$ cat src/rtl/traffic_monitor_if.sv
// Lamp samples into the monitor and latched fault / phase status out of it.
interface traffic_monitor_if;
    logic [2:0] w_to_e;
    logic [2:0] w_to_n;
    logic [2:0] e_to_w;
    logic [2:0] e_to_n;
    logic [2:0] n_to_e;
    logic [2:0] n_to_w;
    logic       fault_clr;
    logic       fault;
    logic [2:0] fault_code;
    logic [2:0] fault_light;
    logic [1:0] phase_id;

    modport master (
        output w_to_e, w_to_n, e_to_w, e_to_n, n_to_e, n_to_w, fault_clr,
        input  fault, fault_code, fault_light, phase_id
    );

    modport slave (
        input  w_to_e, w_to_n, e_to_w, e_to_n, n_to_e, n_to_w, fault_clr,
        output fault, fault_code, fault_light, phase_id
    );
endinterface

$ cat src/rtl/traffic_monitor.sv
// Checks six sampled traffic lamps for bad encodings, illegal steps, short
// dwell and conflicting greens; latches the first fault until cleared.
module traffic_monitor #(
    parameter logic [26:0] MIN_DWELL = 27'd100_000_000
) (
    input logic clk,
    input logic rst,
    traffic_monitor_if.slave bus
);
    localparam logic [2:0] RED    = 3'b100;
    localparam logic [2:0] RED_YL = 3'b110;
    localparam logic [2:0] GREEN  = 3'b001;
    localparam logic [2:0] YELLOW = 3'b010;

    localparam logic [2:0] F_ENC = 3'b001;
    localparam logic [2:0] F_TRN = 3'b010;
    localparam logic [2:0] F_CNF = 3'b011;
    localparam logic [2:0] F_DWL = 3'b100;

    // Light bitmaps of the three permitted phases (bit i = light index i).
    localparam logic [5:0] P1_MASK = 6'b001101;
    localparam logic [5:0] P2_MASK = 6'b100011;
    localparam logic [5:0] P3_MASK = 6'b111000;

    logic [2:0]  code [6];
    logic [2:0]  prev [6];
    logic [26:0] hold [6];

    logic [5:0] enc_bad, trn_bad, dwl_bad, nonred;
    logic       fit1, fit2, fit3, conflict;
    logic [1:0] phase_nxt;
    logic       det;
    logic [2:0] det_code, det_light;

    logic       fault_q;
    logic [2:0] code_q, light_q;
    logic [1:0] phase_q;

    assign code[0] = bus.w_to_e;
    assign code[1] = bus.w_to_n;
    assign code[2] = bus.e_to_w;
    assign code[3] = bus.e_to_n;
    assign code[4] = bus.n_to_e;
    assign code[5] = bus.n_to_w;

    function automatic logic is_legal(input logic [2:0] c);
        return (c == RED) || (c == RED_YL) || (c == GREEN) || (c == YELLOW);
    endfunction

    function automatic logic step_ok(input logic [2:0] p, input logic [2:0] c);
        logic ok;
        ok = (c == p);
        case (p)
            RED:     ok = ok || (c == RED_YL);
            RED_YL:  ok = ok || (c == GREEN);
            GREEN:   ok = ok || (c == YELLOW);
            YELLOW:  ok = ok || (c == RED);
            default: ok = 1'b0;
        endcase
        return ok;
    endfunction

    function automatic logic [2:0] first_idx(input logic [5:0] m);
        logic [2:0] idx;
        idx = 3'd0;
        for (int i = 5; i >= 0; i--) begin
            if (m[i]) idx = 3'(i);
        end
        return idx;
    endfunction

    always_comb begin
        enc_bad = '0;
        trn_bad = '0;
        dwl_bad = '0;
        nonred  = '0;
        for (int i = 0; i < 6; i++) begin
            enc_bad[i] = !is_legal(code[i]);
            nonred[i]  = (code[i] != RED);
            // A garbled code on either side makes the step meaningless.
            if (is_legal(code[i]) && is_legal(prev[i])) begin
                trn_bad[i] = !step_ok(prev[i], code[i]);
                dwl_bad[i] = (code[i] != prev[i]) && (prev[i] != RED) &&
                             (hold[i] < MIN_DWELL);
            end
        end
    end

    always_comb begin
        fit1     = ((nonred & ~P1_MASK) == 6'b0);
        fit2     = ((nonred & ~P2_MASK) == 6'b0);
        fit3     = ((nonred & ~P3_MASK) == 6'b0);
        conflict = !(fit1 || fit2 || fit3);
        phase_nxt = 2'd0;
        if (nonred != 6'b0) begin
            if (fit1)      phase_nxt = 2'd1;
            else if (fit2) phase_nxt = 2'd2;
            else if (fit3) phase_nxt = 2'd3;
        end
    end

    always_comb begin
        det       = 1'b1;
        det_code  = 3'b000;
        det_light = 3'b000;
        if (enc_bad != 6'b0) begin
            det_code  = F_ENC;
            det_light = first_idx(enc_bad);
        end else if (conflict) begin
            det_code  = F_CNF;
            det_light = 3'b111;
        end else if (trn_bad != 6'b0) begin
            det_code  = F_TRN;
            det_light = first_idx(trn_bad);
        end else if (dwl_bad != 6'b0) begin
            det_code  = F_DWL;
            det_light = first_idx(dwl_bad);
        end else begin
            det = 1'b0;
        end
    end

    always_ff @(posedge clk) begin
        if (rst) begin
            for (int i = 0; i < 6; i++) begin
                prev[i] <= RED;
                hold[i] <= '0;
            end
            fault_q <= 1'b0;
            code_q  <= 3'b000;
            light_q <= 3'b000;
            phase_q <= 2'b00;
        end else begin
            for (int i = 0; i < 6; i++) begin
                prev[i] <= code[i];
                if (code[i] == prev[i]) begin
                    if (hold[i] < MIN_DWELL) hold[i] <= hold[i] + 27'd1;
                end else begin
                    hold[i] <= 27'd1;
                end
            end
            phase_q <= phase_nxt;
            // A clear in the same cycle as a new fault yields the new fault.
            if (det && (!fault_q || bus.fault_clr)) begin
                fault_q <= 1'b1;
                code_q  <= det_code;
                light_q <= det_light;
            end else if (bus.fault_clr) begin
                fault_q <= 1'b0;
                code_q  <= 3'b000;
                light_q <= 3'b000;
            end
        end
    end

    assign bus.fault       = fault_q;
    assign bus.fault_code  = code_q;
    assign bus.fault_light = light_q;
    assign bus.phase_id    = phase_q;
endmodule

$ cat src/flat_wrapper.sv
// flat-port wrapper written by rule: the top's interface ports become plain ports
module traffic_monitor_flat 
#(
    parameter logic [26:0] MIN_DWELL = 27'd100_000_000
)
  (clk, rst, bus_w_to_e, bus_w_to_n, bus_e_to_w, bus_e_to_n, bus_n_to_e, bus_n_to_w, bus_fault_clr, bus_fault, bus_fault_code, bus_fault_light, bus_phase_id);
  traffic_monitor_if bus_i ();
  input logic clk;
  input logic rst;
  input wire logic [$bits(bus_i.w_to_e)-1:0] bus_w_to_e;
  input wire logic [$bits(bus_i.w_to_n)-1:0] bus_w_to_n;
  input wire logic [$bits(bus_i.e_to_w)-1:0] bus_e_to_w;
  input wire logic [$bits(bus_i.e_to_n)-1:0] bus_e_to_n;
  input wire logic [$bits(bus_i.n_to_e)-1:0] bus_n_to_e;
  input wire logic [$bits(bus_i.n_to_w)-1:0] bus_n_to_w;
  input wire logic [$bits(bus_i.fault_clr)-1:0] bus_fault_clr;
  output wire logic [$bits(bus_i.fault)-1:0] bus_fault;
  output wire logic [$bits(bus_i.fault_code)-1:0] bus_fault_code;
  output wire logic [$bits(bus_i.fault_light)-1:0] bus_fault_light;
  output wire logic [$bits(bus_i.phase_id)-1:0] bus_phase_id;
  assign bus_i.w_to_e = bus_w_to_e;
  assign bus_i.w_to_n = bus_w_to_n;
  assign bus_i.e_to_w = bus_e_to_w;
  assign bus_i.e_to_n = bus_e_to_n;
  assign bus_i.n_to_e = bus_n_to_e;
  assign bus_i.n_to_w = bus_n_to_w;
  assign bus_i.fault_clr = bus_fault_clr;
  assign bus_fault = bus_i.fault;
  assign bus_fault_code = bus_i.fault_code;
  assign bus_fault_light = bus_i.fault_light;
  assign bus_phase_id = bus_i.phase_id;
  traffic_monitor #(.MIN_DWELL(MIN_DWELL)) u_core (.clk(clk), .rst(rst), .bus(bus_i));
endmodule
$ cat config.mk
export PLATFORM = sky130hd
export DESIGN_NAME = traffic_monitor_flat
export DESIGN_NICKNAME = d
export VERILOG_FILES = /design/src/rtl/traffic_monitor_if.sv /design/src/rtl/traffic_monitor.sv /design/src/flat_wrapper.sv
export SDC_FILE = /design/constraint.sdc
export NUM_CORES = 1
export LEC_CHECK = 0
export ABC_AREA = 1
export CORE_MARGIN = 4
export CORE_UTILIZATION = 50
export DETAILED_ROUTE_END_ITERATION = 8
export PLACE_DENSITY = 0.69
export REMOVE_ABC_BUFFERS = 1
export SYNTH_ARGS = -nofsm -noshare
export SYNTH_HDL_FRONTEND = slang
export SYNTH_SLANG_ARGS = --single-unit
export TNS_END_PERCENT = 100
$ cat constraint.sdc
create_clock -name clk -period 2.2 [get_ports clk]
set_input_delay 0.22 -clock clk [delete_from_list [all_inputs] [get_ports clk]]
set_output_delay 0.22 -clock clk [all_outputs]
set_load 0.03 [all_outputs]
==> results of run 1 <==
## metrics by stage
step | TNS [ps] | total power (W) | utilization
2_1_floorplan | -601.7 | 0.004310 | -
3_3_place_gp | -1127 | 0.004550 | 0.5678
3_5_place_dp | -1851 | 0.004558 | 0.5678
4_1_cts | -3.923 | 0.007773 | 0.5940
5_1_grt | -1587 | 0.008016 | 0.6195
6_report | 0 | 0.007736 | 0.6195
## path summary, 6_finish.rpt
check,from,end,slack [ps],cells past startpoint
setup reg to reg,u_core.hold[0][0],u_core.hold[0][20],60,14
setup / recovery,u_core.hold[0][0],u_core.hold[0][20],60,14
hold / removal,bus_n_to_e[0],u_core.prev[0][12],430,3
hold reg to reg,u_core.bus.fault_code[0],u_core.bus.fault_code[0],510,2
## worst min-delay path, cell delays in order
cell	delay [ps]
clkdlybuf4s50_1	430
inv_1	120
nor2_1	50
## metal layers
layer / part of all wire / global-route usage / vias up
li1: - / - / 5167
met1: 0.46 / 0.2687 / 4672
met4: 0.011 / 0.05113 / 0
met3: 0.031 / 0.02943 / 28
met5: 0 / 0 / -
met2: 0.50 / 0.3349 / 149
## report_power, final
part / total (W) / internal (W) / leakage (nW) / switching (W)
combinational: 0.000598 / 0.000248 / 3.33 / 0.000350
sequential: 0.00390 / 0.00387 / 2.21 / 0.0000363
clock: 0.00323 / 0.00183 / 0.293 / 0.00140
total: 0.00774 / 0.00595 / 5.84 / 0.00179
## flip-flops by register name, summed over array words and instances (netlist names)
name,cells
u_core.hold,162
u_core.prev,18
u_core.bus.fault_code,3
u_core.bus.fault_light,3
u_core.bus.phase_id,2
u_core.bus.fault,1
## cell type report
type                    instances  area (µm²)
fillers                      1997        8904
repair buffers                158        1403
inverters                     189       709.4
clock inverters                12       158.9
clock buffers                  20       446.7
flip-flops and latches        189        5405
well taps                     319       399.1
multi-input cells            1050        5977
## layout by cell type, fill, tap and decap left out, types with 6 or more instances in the layout
master | netlist | final
nand2_1 | 308 | 299
nor2_1 | 210 | 199
inv_1 | 171 | 170
edfxtp_1 | 162 | 162
buf_4 | 0 | 114
nand3_1 | 94 | 85
a21oi_1 | 78 | 74
nand4_1 | 36 | 36
o21ai_0 | 36 | 34
nor3_1 | 35 | 30
clkdlybuf4s50_1 | 0 | 29
nand3_2 | 22 | 28
nor2_4 | 21 | 27
dfxtp_1 | 27 | 27
nor2_2 | 21 | 26
xor2_1 | 26 | 26
nand2_2 | 16 | 20
xnor2_1 | 17 | 17
inv_2 | 16 | 17
o21a_1 | 17 | 17
clkbuf_16 | 0 | 17
nor3b_1 | 15 | 15
nor3_2 | 11 | 11
buf_12 | 0 | 10
or2_2 | 9 | 9
nor3_4 | 4 | 9
a31oi_1 | 8 | 8
nand3_4 | 3 | 6
nor4_1 | 7 | 6
a21oi_2 | 2 | 6
nand2_4 | 1 | 6
## logic make-up (layout without fill, tap and decap cells)
group | Yosys count | in the layout
simple gates | 834 | 834
buf+inv | 207 | 379
flops | 189 | 189
compound gates | 166 | 166
xor+xnor | 44 | 44
fa+ha+maj | 6 | 6
## synthesized netlist by cell type, types with 3 or more instances
cell and n:
nand2_1 308, nor2_1 210, inv_1 171, edfxtp_1 162, nand3_1 94, a21oi_1 78, nand4_1 36, o21ai_0 36
nor3_1 35, dfxtp_1 27, xor2_1 26, nand3_2 22, nor2_2 21, nor2_4 21, o21a_1 17, xnor2_1 17
inv_2 16, nand2_2 16, nor3b_1 15, nor3_2 11, buf_2 9, or2_2 9, a31oi_1 8, clkbuf_1 7
nor4_1 7, ha_1 6, nand3b_1 5, a211oi_1 4, nor3_4 4, o21bai_1 4, nand3_4 3, nand4_4 3
nor4_2 3, o21ai_1 3
## timing repair
action,CTS,global route
pin swaps,0,39
setup buffers,1,35
resized for setup,0,80
setup endpoints to repair,2,40
cloned,0,0
==> impl_metrics.tcl, run 1 <==
set metrics [dict create \
    grt_max_degree 28 \
    synthSimpleGateAreaFrac 0.3546 \
    rsz0062_at_grt "true" \
    critical_path_class "reg2reg" \
    yosysTopAreaCellShare 0.4099 \
    htreeDepth 4 \
    die_h_um 162.1 \
    clkSlewWorstSetupHoldPaths_ps 80 \
    synth_top_family_by_area "simple AND/OR/NAND/NOR gates" \
    row_count 56 \
    powerDensity_mw_per_mm2 533.5 \
    worst-slew-pin-transition_ps 349.8 \
    gr-total-overflow 0 \
    synth-xor-area-share 0.03310 \
    leakage_nw 5.839 \
    dp.cells 1869 \
    synth_compound_area_frac 0.08286 \
    max_stage_delay_ps 370 \
    slew_headroom 0.7650 \
    fin_ws_ps 55.22 \
    grt_use_total 0.1979 \
    fin_area_mm2 0.01450 \
    syn_inst 1446 \
    timing.final.crit_share 0.9749 \
    ctsLongestPathBuffers 2 \
    startpoint_type "flip-flop" \
    fin_cells 1937 \
    post_dp_cell_area_mm2 0.01329 \
    synth_fa_ha_area_frac 0.006325 \
    yosys_most_used_dff "edfxtp_1" \
    place_ws_ps -277.4 \
    slowest_stage "edfxtp_1" \
    via_per_inst 5.171 \
    initial_core_util 0.5072 \
    area_growth_pct 22.16 \
    routed_wirelength_um 25880 \
    drt_iter0_drc 629 \
    status "finished clean" \
    cp_top_family "simple AND/OR/NAND/NOR gates" \
    ys_ff_latch 189 \
    antenna_cells 0 \
    grt_pass1_vias 9548 \
    ctsHoldBuffers 0 \
    syn_area_mm2 0.01187 \
    critPathRequiredTime_ps 2390 \
    cts_root_buf "clkbuf_16" \
    num_vias 10020 \
    hp-class "in2reg" \
    peakVddDrop_uv 425.7 \
    crit_buf_inv 1 \
    io_buffers 29 \
    synth_edf_count 162 \
    ys_async_sr_fraction 0 \
    die_w_um 162.1 \
    firstDrtPassIters 6 \
    dp_hpwl_um 18450 \
    cap_violations 0 \
    skew_ps 11.91 \
    end_kind "flip-flop" \
    ys_warn_count 0 \
    setup_viol 0 \
    ios 30 \
    cts_made_buffers 17 \
    hold_slack_ps 434.7 \
    synth.mux.area_fraction 0 \
    drc_errors 0 \
    place_congestion 0.8795 \
    synthTopCellsByArea "edfxtp_1 (41%), nand2_1 (9.7%), nor2_1 (6.6%)" \
    dieArea_mm2 0.02627 \
    fmax_mhz 466.2 \
    crit_path_max_fanout 4 \
    yosys.area.top_type "edfxtp_1" \
    fp.coreArea_mm2 0.02340 \
    avgRoutedWirePerCell_um 13.36 \
    antenna_found_initial 0 \
    seq_area_frac_synth 0.4554 \
    crit_chain "ha_2, nand2_2, nor2_4, nand3_2, nor2_4, nand3_2, nor3_4, nand2_2, nor2_2, nand2_2, nor2_4, buf_6, a21oi_2, o21a_1" \
    synth_cell_types 58 \
    drive_gt1_frac 0.2182 \
    crit_arrival_ps 2330 \
    syn_avg_cell_area_um2 8.208 \
    cts.sinks 189 \
    cts_tree "built" \
    final-hold-violation-count 0 \
    grt_pass1_wl_um 43580 \
    drv_slew 0 \
    ant_nets 0 \
    nets 1632 \
    clock_latency_ps 440 \
    fin_crit_ps 2145 \
]
Note: power is estimated with default switching activity, not from simulation.
==> inputs of run 2 (changes only) <==
--- a/config.mk
+++ b/config.mk
@@ -6,7 +6,7 @@
 export NUM_CORES = 1
 export LEC_CHECK = 0
 export ABC_AREA = 1
-export CORE_MARGIN = 4
+export CORE_MARGIN = 2
 export CORE_UTILIZATION = 50
 export DETAILED_ROUTE_END_ITERATION = 8
 export PLACE_DENSITY = 0.69
==> impl_metrics.tcl, run 2 (synthesized netlist as in run 1, its figures left out) <==
set metrics [dict create \
    tns_ps 0 \
    clock_latency_ps 430 \
    final_common_cell "nand2_1" \
    largest_reg_flops 162 \
    powerDensity_mw_per_mm2 527.1 \
    drive_gt1_frac 0.2031 \
    grt_pass1_vias 9272 \
    slew_headroom 0.7187 \
    row_count 56 \
    critPathRequiredTime_ps 2390 \
    antenna_found_initial 0 \
    die_h_um 158.1 \
    initial_core_util 0.5072 \
    critical_path_class "reg2reg" \
    drt_iter0_drc 627 \
    io_buffers 29 \
    regMostFlops "u_core.hold" \
    die_w_um 158.1 \
    drc_errors 0 \
    clkSlewWorstSetupHoldPaths_ps 70 \
    grt_pass1_wl_um 42030 \
    cts_made_buffers 17 \
    antenna_cells 0 \
    final_cell_mix "nand2_1 (300), nor2_1 (202), inv_1 (169), edfxtp_1 (162), buf_4 (98)" \
    grt_use_total 0.2051 \
    end_kind "flip-flop" \
    ctsLongestPathBuffers 2 \
    area_growth_pct 19.81 \
    hold_slack_ps 457.3 \
    crit_arrival_ps 2380 \
    dp_hpwl_um 17880 \
    fp.coreArea_mm2 0.02340 \
    via_per_inst 5.185 \
    status "finished clean" \
    num_vias 9924 \
    startpoint_type "flip-flop" \
    dieArea_mm2 0.02499 \
    timing.final.crit_share 0.9984 \
    cts_root_buf "clkbuf_16" \
    avgRoutedWirePerCell_um 13.14 \
    drv_slew 0 \
    cap_violations 0 \
    htreeDepth 4 \
    leakage_nw 5.656 \
    nets 1609 \
    cts_tree "built" \
    biggestRegsByFlops "u_core.hold (162), u_core.prev (18)" \
    setup_viol 0 \
    cts.sinks 189 \
    fin_area_mm2 0.01422 \
    worst-slew-pin-transition_ps 421.4 \
    gr-total-overflow 0 \
    fin_crit_ps 2196 \
    fmax_mhz 455.3 \
    firstDrtPassIters 6 \
    grt_max_degree 28 \
    ant_nets 0 \
    place_congestion 0.8672 \
    hp-class "in2reg" \
    peakVddDrop_uv 517.2 \
    routed_wirelength_um 25160 \
    ios 30 \
    skew_ps 10.07 \
    rsz0062_at_grt "true" \
    crit_path_max_fanout 3 \
    final-hold-violation-count 0 \
    post_dp_cell_area_mm2 0.01311 \
]
==> run 2: report_power, final <==
part	leakage (nW)	total (W)	internal [W]	switching, W
sequential	2.21	0.00390	0.00387	0.0000354
combinational	3.18	0.000563	0.000229	0.000334
clock	0.258	0.00303	0.00168	0.00135
total	5.66	0.00750	0.00577	0.00172
==> run 2: what timing repair did <==
action	CTS	global route
endpoints found under the setup margin	3	41
hold buffers	0	0
buffers inserted	1	32
resized for setup	1	69
pin swaps	0	33
==> run 2: worst paths after layout <==
kind / cells after the start / end / slack (ps) / startpoint
worst min-delay path: 3 / u_core.prev[0][12] / 460 / bus_n_to_e[0]
worst max register to register: 14 / u_core.hold[2][22] / 4 / u_core.hold[2][0]
worst min register to register: 2 / u_core.bus.fault_code[1] / 490 / u_core.bus.fault_code[1]
worst max-delay path: 14 / u_core.hold[2][22] / 4 / u_core.hold[2][0]
==> run 2: worst max-delay path, stage by stage, from the launching register on <==
cell,delay (ps)
edfxtp_1,400
ha_2,220
nand2_2,80
nor2_4,150
nand4_4,110
nor2_4,170
nand2_4,70
nor2_4,90
nand2_2,60
inv_2,70
nand3_4,80
nor2_4,170
nand2_4,80
nand3_2,60
o21ba_2,140
==> run 2: stage by stage <==
stage	utilization	cells	worst slack [ps]	power [W]
floorplan	-	1428	-138.5	0.004310
global placement	0.5603	1849	-0.3917	0.004523
detailed placement	0.5603	1849	-85.45	0.004530
CTS	0.5847	1882	-10.39	0.007570
global route	0.6076	1914	-138.4	0.007793
finish	0.6076	1914	3.523	0.007495
==> run 2: routing by layer <==
layer / part of all wire / up-vias / global-route usage
li1: - / 5120 / -
met1: 0.47 / 4619 / 0.2728
met2: 0.48 / 160 / 0.3416
met3: 0.042 / 25 / 0.03969
met4: 0.013 / 0 / 0.05834
met5: 0 / - / 0
==> run 2: area by class of cell <==
type / count / area (µm²)
fillers: 2021 / 9183
multi-input cells: 1050 / 5959
flip-flops and latches: 189 / 5405
repair buffers: 135 / 1186
inverters: 189 / 709.4
clock buffers: 22 / 444.2
well taps: 319 / 399.1
clock inverters: 10 / 116.4
==> inputs of run 3 (changes only) <==
--- a/config.mk
+++ b/config.mk
@@ -11,6 +11,7 @@
 export DETAILED_ROUTE_END_ITERATION = 8
 export PLACE_DENSITY = 0.69
 export REMOVE_ABC_BUFFERS = 1
+export SLEW_MARGIN = 40
 export SYNTH_ARGS = -nofsm -noshare
 export SYNTH_HDL_FRONTEND = slang
 export SYNTH_SLANG_ARGS = --single-unit
==> results of run 3 <==
The final DEF is identical to that of run 2; final timing and power are the same.
